==> src/rtl/vote_button_conditioner.sv <==
// Debounce and arbitrate four vote buttons into single-cycle vote pulses.
// Optional build macro VOTE_LOCKOUT_EN enables one-vote-per-release lockout.
module vote_button_conditioner #(
    parameter int unsigned DEBOUNCE_CYCLES = 4
) (
    input  logic clock,
    input  logic reset,
    input  logic mode,
    input  logic button1,
    input  logic button2,
    input  logic button3,
    input  logic button4,
    output logic vote1,
    output logic vote2,
    output logic vote3,
    output logic vote4,
    output logic collision,
    output logic busy
);

    typedef enum logic [1:0] {
        st_idle,
        st_press_wait,
        st_held,
        st_release_wait
    } state_e;

    localparam logic [7:0] CntMax = 8'(DEBOUNCE_CYCLES - 1);

    logic [3:0] sync1_q, sync2_q;
    state_e     state_q [4];
    state_e     state_d [4];
    logic [7:0] cnt_q   [4];
    logic [7:0] cnt_d   [4];
    logic [3:0] qual;
    logic       multi;
    logic       locked;
    logic [3:0] vote_d, vote_q;
    logic       coll_d, coll_q;
    logic       busy_d, busy_q;

    always_ff @(posedge clock or posedge reset) begin
        if (reset) begin
            sync1_q <= '0;
            sync2_q <= '0;
        end else begin
            sync1_q <= {button4, button3, button2, button1};
            sync2_q <= sync1_q;
        end
    end

    always_comb begin
        qual = '0;
        for (int i = 0; i < 4; i++) begin
            state_d[i] = state_q[i];
            cnt_d[i]   = cnt_q[i];
            case (state_q[i])
                st_idle: begin
                    if (sync2_q[i]) begin
                        state_d[i] = st_press_wait;
                        cnt_d[i]   = '0;
                    end
                end
                st_press_wait: begin
                    if (!sync2_q[i]) begin
                        state_d[i] = st_idle;
                        cnt_d[i]   = '0;
                    end else if (cnt_q[i] == CntMax) begin
                        state_d[i] = st_held;
                        qual[i]    = 1'b1;
                    end else begin
                        cnt_d[i] = cnt_q[i] + 8'd1;
                    end
                end
                st_held: begin
                    if (!sync2_q[i]) begin
                        state_d[i] = st_release_wait;
                        cnt_d[i]   = '0;
                    end
                end
                st_release_wait: begin
                    if (sync2_q[i]) begin
                        state_d[i] = st_held;
                    end else if (cnt_q[i] == CntMax) begin
                        state_d[i] = st_idle;
                    end else begin
                        cnt_d[i] = cnt_q[i] + 8'd1;
                    end
                end
                default: begin
                    state_d[i] = st_idle;
                    cnt_d[i]   = '0;
                end
            endcase
        end
    end

`ifdef VOTE_LOCKOUT_EN
    logic lock_q, lock_d;
    logic all_idle;

    always_comb begin
        all_idle = 1'b1;
        for (int i = 0; i < 4; i++) begin
            if (state_q[i] != st_idle) all_idle = 1'b0;
        end
        // Lock holds until every channel has fully returned to idle.
        lock_d = (lock_q && !all_idle) || (vote_d != 4'b0000);
    end

    always_ff @(posedge clock or posedge reset) begin
        if (reset) lock_q <= 1'b0;
        else       lock_q <= lock_d;
    end

    assign locked = lock_q;
`else
    assign locked = 1'b0;
`endif

    always_comb begin
        multi  = (qual & (qual - 4'd1)) != 4'b0000;
        vote_d = (!mode && !locked && !multi) ? qual : 4'b0000;
        coll_d = !mode && (qual != 4'b0000) && (multi || locked);
        busy_d = 1'b0;
        for (int i = 0; i < 4; i++) begin
            if (state_d[i] != st_idle) busy_d = 1'b1;
        end
    end

    always_ff @(posedge clock or posedge reset) begin
        if (reset) begin
            for (int i = 0; i < 4; i++) begin
                state_q[i] <= st_idle;
                cnt_q[i]   <= '0;
            end
            vote_q <= '0;
            coll_q <= 1'b0;
            busy_q <= 1'b0;
        end else begin
            for (int i = 0; i < 4; i++) begin
                state_q[i] <= state_d[i];
                cnt_q[i]   <= cnt_d[i];
            end
            vote_q <= vote_d;
            coll_q <= coll_d;
            busy_q <= busy_d;
        end
    end

    assign vote1     = vote_q[0];
    assign vote2     = vote_q[1];
    assign vote3     = vote_q[2];
    assign vote4     = vote_q[3];
    assign collision = coll_q;
    assign busy      = busy_q;

endmodule

==> config.mk <==
export PLATFORM = sky130hd
export DESIGN_NAME = vote_button_conditioner
export DESIGN_NICKNAME = d
export VERILOG_FILES = /design/src/rtl/vote_button_conditioner.sv
export SDC_FILE = /design/constraint.sdc
export NUM_CORES = 1
export LEC_CHECK = 0
export CAP_MARGIN = 5
export CELL_PAD_IN_SITES_DETAIL_PLACEMENT = 0
export CELL_PAD_IN_SITES_GLOBAL_PLACEMENT = 2
export CORE_UTILIZATION = 36
export DETAILED_ROUTE_END_ITERATION = 10
export PLACE_DENSITY = 0.73
export SETUP_SLACK_MARGIN = 0.2
export SYNTH_ARGS = -nofsm -noshare
export SYNTH_HDL_FRONTEND = slang
export SYNTH_SLANG_ARGS = --single-unit
==> constraint.sdc <==
create_clock -name clock -period 1.75 [get_ports clock]
set_input_delay 0.175 -clock clock [delete_from_list [all_inputs] [get_ports clock]]
set_output_delay 0.175 -clock clock [all_outputs]
set_load 0.005 [all_outputs]
; Word-level counts from Yosys, hierarchy flattened
; Index checks and enable logic that the tools add are counted.
[word_totals]
ff_bits = 54
in_bits = 7
out_inout_bits = 6
word_cells = 135
[op_classes]
n_addsub = 5
eq_ne = 28
n_mux = 69
n_bitwise = 1
n_reduce_logical = 19
[op_table]
columns = operator, n
row1 = $mux 8, 20
row2 = $pmux 8 s4, 4
row3 = $mux 2, 24
row4 = $add 8x1->8 const B, 4
row5 = $eq 8x2->1 const B, 4
row6 = $pmux 2 s4, 4
row7 = $ne 2x2->1 const B, 12
row8 = $eq 2x2->1 const B, 8
row9 = $mux 1, 16
row10 = $reduce_and 3->1, 4
row11 = $eq 2x1->1 const B, 4
row12 = $logic_not 2->1, 4
row13 = $reduce_bool 2->1, 4
row14 = $reduce_bool 4->1, 2
row15 = $and 4x4->4, 1
row16 = $mux 4, 1
row17 = $sub 4x1->4 const B, 1
row18 = $logic_and 1x1->1, 3
row19 = $logic_not 1->1, 2

; Depth between registers and ports, before layout
[depth]
depth_word = 10
mapped_depth = 5
ltp_nobuf = 5

; Worst setup path after synthesis
; OpenSTA, ideal clock, no wires.
[synth_path]
path_type = reg2reg
start = register cnt_q[16] in the netlist's numbering
end = register cnt_q[17] in the netlist's numbering
setup_ps = 126
arrival_time_ps = 1602
required_time_ps = 1624
setup_slack_ps = 22
path_stages_with_launch = 6
path_buffers = 0
cell_sequence = dfrtp_1 -> ha_1 -> nor4b_4 -> a21oi_1 -> a22o_1 -> a221o_1
[synth_between]
elab_chain_cells = 4
elab_cells_between_ends = 6
cone_classes = add/sub (1) / eq/ne (1) / mux (4)
[synth_rtl]
columns = item, line
row1 = start: declaration, 33  ; logic [7:0] cnt_q [4];
row2 = start signal: indexed assignment, 143  ; cnt_q[i] <= cnt_d[i];
row3 = $add 8x1->8 / $eq 8x2->1 (equally long branches), --
row4 = $mux 8 (*), "68, 84"
row5 = "$mux 8, on equally long branches", "82, 65"
row6 = $pmux 8 s4 (*), 57  ; case (state_q[i])
; Every way passes the cells marked *; elsewhere a longest branch is shown, timed or not. The select of a mux whose other input is x is not followed.
; A chain may end at the register's enable or synchronous reset.

; Worst setup path in the final report
; Same ends and word-level chain as after synthesis.

==> results.cfg <==
[grt]
track_usage_pct = 15.86
grt_overflow_total = 0
grt_first_pass_wirelength_mm = 10.81
grt_pass1_vias = 2264
antenna_found_initial = 0
grt_max_degree = 36

[synth]
synth_area_per_cell_um2 = 10.66
async_flop_share_pct = 100.0
ys_seq_elements = 54
synth_cell_types = 55
yosys_warnings = 0
yosysTopAreaCell = dfrtp_1
yosys-top-cells-area = dfrtp_1 46%, xnor2_1 3.0%, a21oi_1 2.9%, nand2_1 2.8%, a31oi_1 2.8%
synth_top_area_share_pct = 46.08
synth_nets = 286
ys.flop_type = dfrtp_1
synth_seq_area_share_pct = 46.08
netlist_instances = 275
synth_edf_count = 0
synth.cell_area_um2 = 2933

[critical_path]
critical_path.max_stage_delay_ns = 0.41
critPathBufInv = 1
cp-startpoint = cnt_q[16]$_DFFE_PP0P_
worst_ep_arrival_time_ns = 1.88
crit_path_end = cnt_q[17]$_DFFE_PP0P_
worstPathCellList = ha_4, nor4b_4, buf_6, a21oi_2, a22o_1, a221o_1
cp_data_required_time_ns = 1.94
r2r-start = cnt_q[16]$_DFFE_PP0P_
critPathSlowestCell = dfrtp_1
r2r_slack_ns = 0.06
path_class = reg2reg
endpoint_kind = flip-flop
critical_path.reg2reg.endpoint = cnt_q[17]$_DFFE_PP0P_
critPathTopFamily = compound AO/OA/AOI/OAI gates
crit_cells = 6
reg2reg_depth = 6
startpoint_type = flip-flop
critPathMaxFanout = 5

[floorplanning]
row_count = 32
core_area_um2 = 7807
die_h_um = 92.26
ios = 13
die_width_um = 92.26
die-area_um2 = 8512
start_util_pct = 37.56

[cts]
clock-root-buffer = clkbuf_8
clock_path_buffers = 2
cts_tree = built
hold_buffers = 0
cts_buffers = 5
clock_latency_ns = 0.31
path_clk_slew_ns = 0.11
cts_sinks = 54
cts-htree-levels = 2

[placement]
io_buffers = 12
gp_congestion = 0.7768
hpwl_mm = 4.234
dp.cells = 408

[sta]
rsz0062_at_grt = true
period_share_pct = 96.47
fmax_mhz = 592.3
drv_slew = 0
fin_setup_tns_ns = 0
period_needed_ns = 1.688
worst_pin_slew_ns = 0.4871
hold_viol_final = 0
setup_viol = 0
fin_skew_ns = 0.01136
max-slew-margin-rel_pct = 67.53

[routing]
ant_nets = 0
dr.pass1.iters = 4
drt_iter0_drc = 63
routed_wl_mm = 6.250
vias = 2307
drc_errors = 0
routedWlPerCell_um = 14.20
via_per_inst = 5.243

[pwr]
peakVddDrop_mv = 0.4838
internal_power_uw = 2888
pwr-share-comb_pct = 43.8
share_seq_of_total_power_pct = 37.5
p_sw_share_pct = 37.08
clockPowerShare_pct = 18.7
p_switching_uw = 1702
p_leak_uw = 0.001642
power-per-cell-area_nw_per_um2 = 1185

[hold_path]
hold_class = in2async

[finish]
syn2layout_area_growth_pct = 32.08
final_cell_count_no_fill = 440
layout-drive-gt1-share_pct = 35.80
final_nets = 348
antenna_cells = 0

[status]
outcome = finished, final reports clean

[job]
drv_cap = 0
-- routing by layer --
metal | wire length, um | global-route usage [%]
met1 | 3117 | 21.85
met3 | 127 | 2.819
met5 | 0 | 0
met4 | 59 | 4.036
met2 | 2946 | 25.75
-- sequential cells by signal, summed over array words and instances, names as in the netlist --
| signal | cells |
|---|---|
| cnt_q | 32 |
| state_q | 8 |
| sync1_q | 4 |
| collision | 1 |
| sync2_q | 4 |
| busy | 1 |
| vote_q | 4 |
-- power groups by stage --
stage               Clock, uW  Sequential, uW  Combinational (uW)
floorplan                   0            1640                1180
global placement            0            1710                1600
detailed placement          0            1710                1600
CTS                       896            1700                1840
global route              954            1760                2220
finish                    859            1720                2010
-- worst min-delay path by stage --
stage / start / to / slack, ns
6_report: reset / cnt_q[14]$_DFFE_PP0P_ / 0.21
5_1_grt: reset / cnt_q[14]$_DFFE_PP0P_ / 0.23
4_1_cts: reset / cnt_q[14]$_DFFE_PP0P_ / 0.21
3_5_place_dp: sync1_q[3]$_DFF_PP0_ / sync2_q[3]$_DFF_PP0_ / 0.33
3_3_place_gp: sync1_q[3]$_DFF_PP0_ / sync2_q[3]$_DFF_PP0_ / 0.33
2_1_floorplan: button1 / sync1_q[0]$_DFF_PP0_ / 0.21
-- placed cells by master (no fill, tap or decap), drive strengths merged, types with 3 or more instances in the layout --
| master | n |
|---|---|
| a21boi | 6 |
| a21oi | 18 |
| a22o | 8 |
| a31oi | 13 |
| a41oi | 5 |
| and2 | 4 |
| and3 | 4 |
| and4 | 3 |
| buf | 50 |
| clkbuf | 5 |
| clkdlybuf4s50 | 12 |
| dfrtp | 54 |
| ha | 4 |
| inv | 7 |
| nand2 | 22 |
| nand2b | 5 |
| nand3 | 12 |
| nand4 | 3 |
| nand4b | 5 |
| nor2 | 13 |
| nor3 | 8 |
| nor3b | 5 |
| nor4 | 4 |
| nor4b | 6 |
| o21ai | 12 |
| or2 | 5 |
| or3 | 4 |
| xnor2 | 10 |
| xor2 | 6 |
-- what timing repair did --
item	CTS	global route
resized for setup	17	30
cloned	1	0
pin swaps	16	24
setup endpoints to repair	28	39
buffers inserted	15	8
-- synthesized netlist by cell type (3+ instances only) --
master    instances
dfrtp_1          54
nand2_1          22
a21oi_1          17
a31oi_1          13
nand3_1          12
nor2_1           12
o21ai_0          10
xnor2_1          10
a22o_1            8
nor3_1            8
inv_1             7
xor2_1            6
a21boi_0          5
a41oi_1           5
nand2b_1          5
nor3b_1           5
or2_2             5
and2_1            4
and3_1            4
ha_1              4
or3_1             4
buf_2             3
nand4_1           3
-- worst min-delay path: cells and delay by family --
family	cells	cell delay (ns)
buffers and inverters	3	0.74
-- logic make-up (layout without fill, tap and decap cells) --
kind of cell               Yosys count  in the layout  share of synthesized area (%)
muxes                                4              4                          1.450
AOI/OAI and AO/OA                   73             73                          17.75
and+or+nand+nor                    109            109                          25.60
buffers and inverters               14             77                          2.261
xor gates and xnor gates            16             16                          4.778
adders and majority gates            5              5                          2.090
DFF                                 54             54                          46.08
-- through the flow --
| step | hold WS, ns | setup slack (ns) | power, uW | utilization [%] | area [um^2] |
|---|---|---|---|---|---|
| 2_1_floorplan | 0.2064 | 0.02732 | 2823 | - | 2977 |
| 3_3_place_gp | 0.3331 | 0.07531 | 3302 | 43.29 | 3379 |
| 3_5_place_dp | 0.3347 | 0.04040 | 3311 | 43.29 | 3379 |
| 4_1_cts | 0.2142 | 0.04875 | 4433 | 47.24 | 3689 |
| 5_1_grt | 0.2295 | -0.02142 | 4931 | 49.62 | 3874 |
| 6_report | 0.2116 | 0.06171 | 4589 | 49.62 | 3874 |
-- cell type report --
| cell class | instances | area, um^2 |
|---|---|---|
| Tap cell | 102 | 127.6 |
| Clock buffer | 5 | 68.82 |
| Clock inverter | 3 | 45.04 |
| Fill cell | 738 | 3934 |
| Multi-Input combinational cell | 207 | 1733 |
| Inverter | 7 | 26.28 |
| Timing Repair Buffer | 62 | 519.2 |
| Sequential cell | 54 | 1354 |
(Power assumes the default switching activity.)
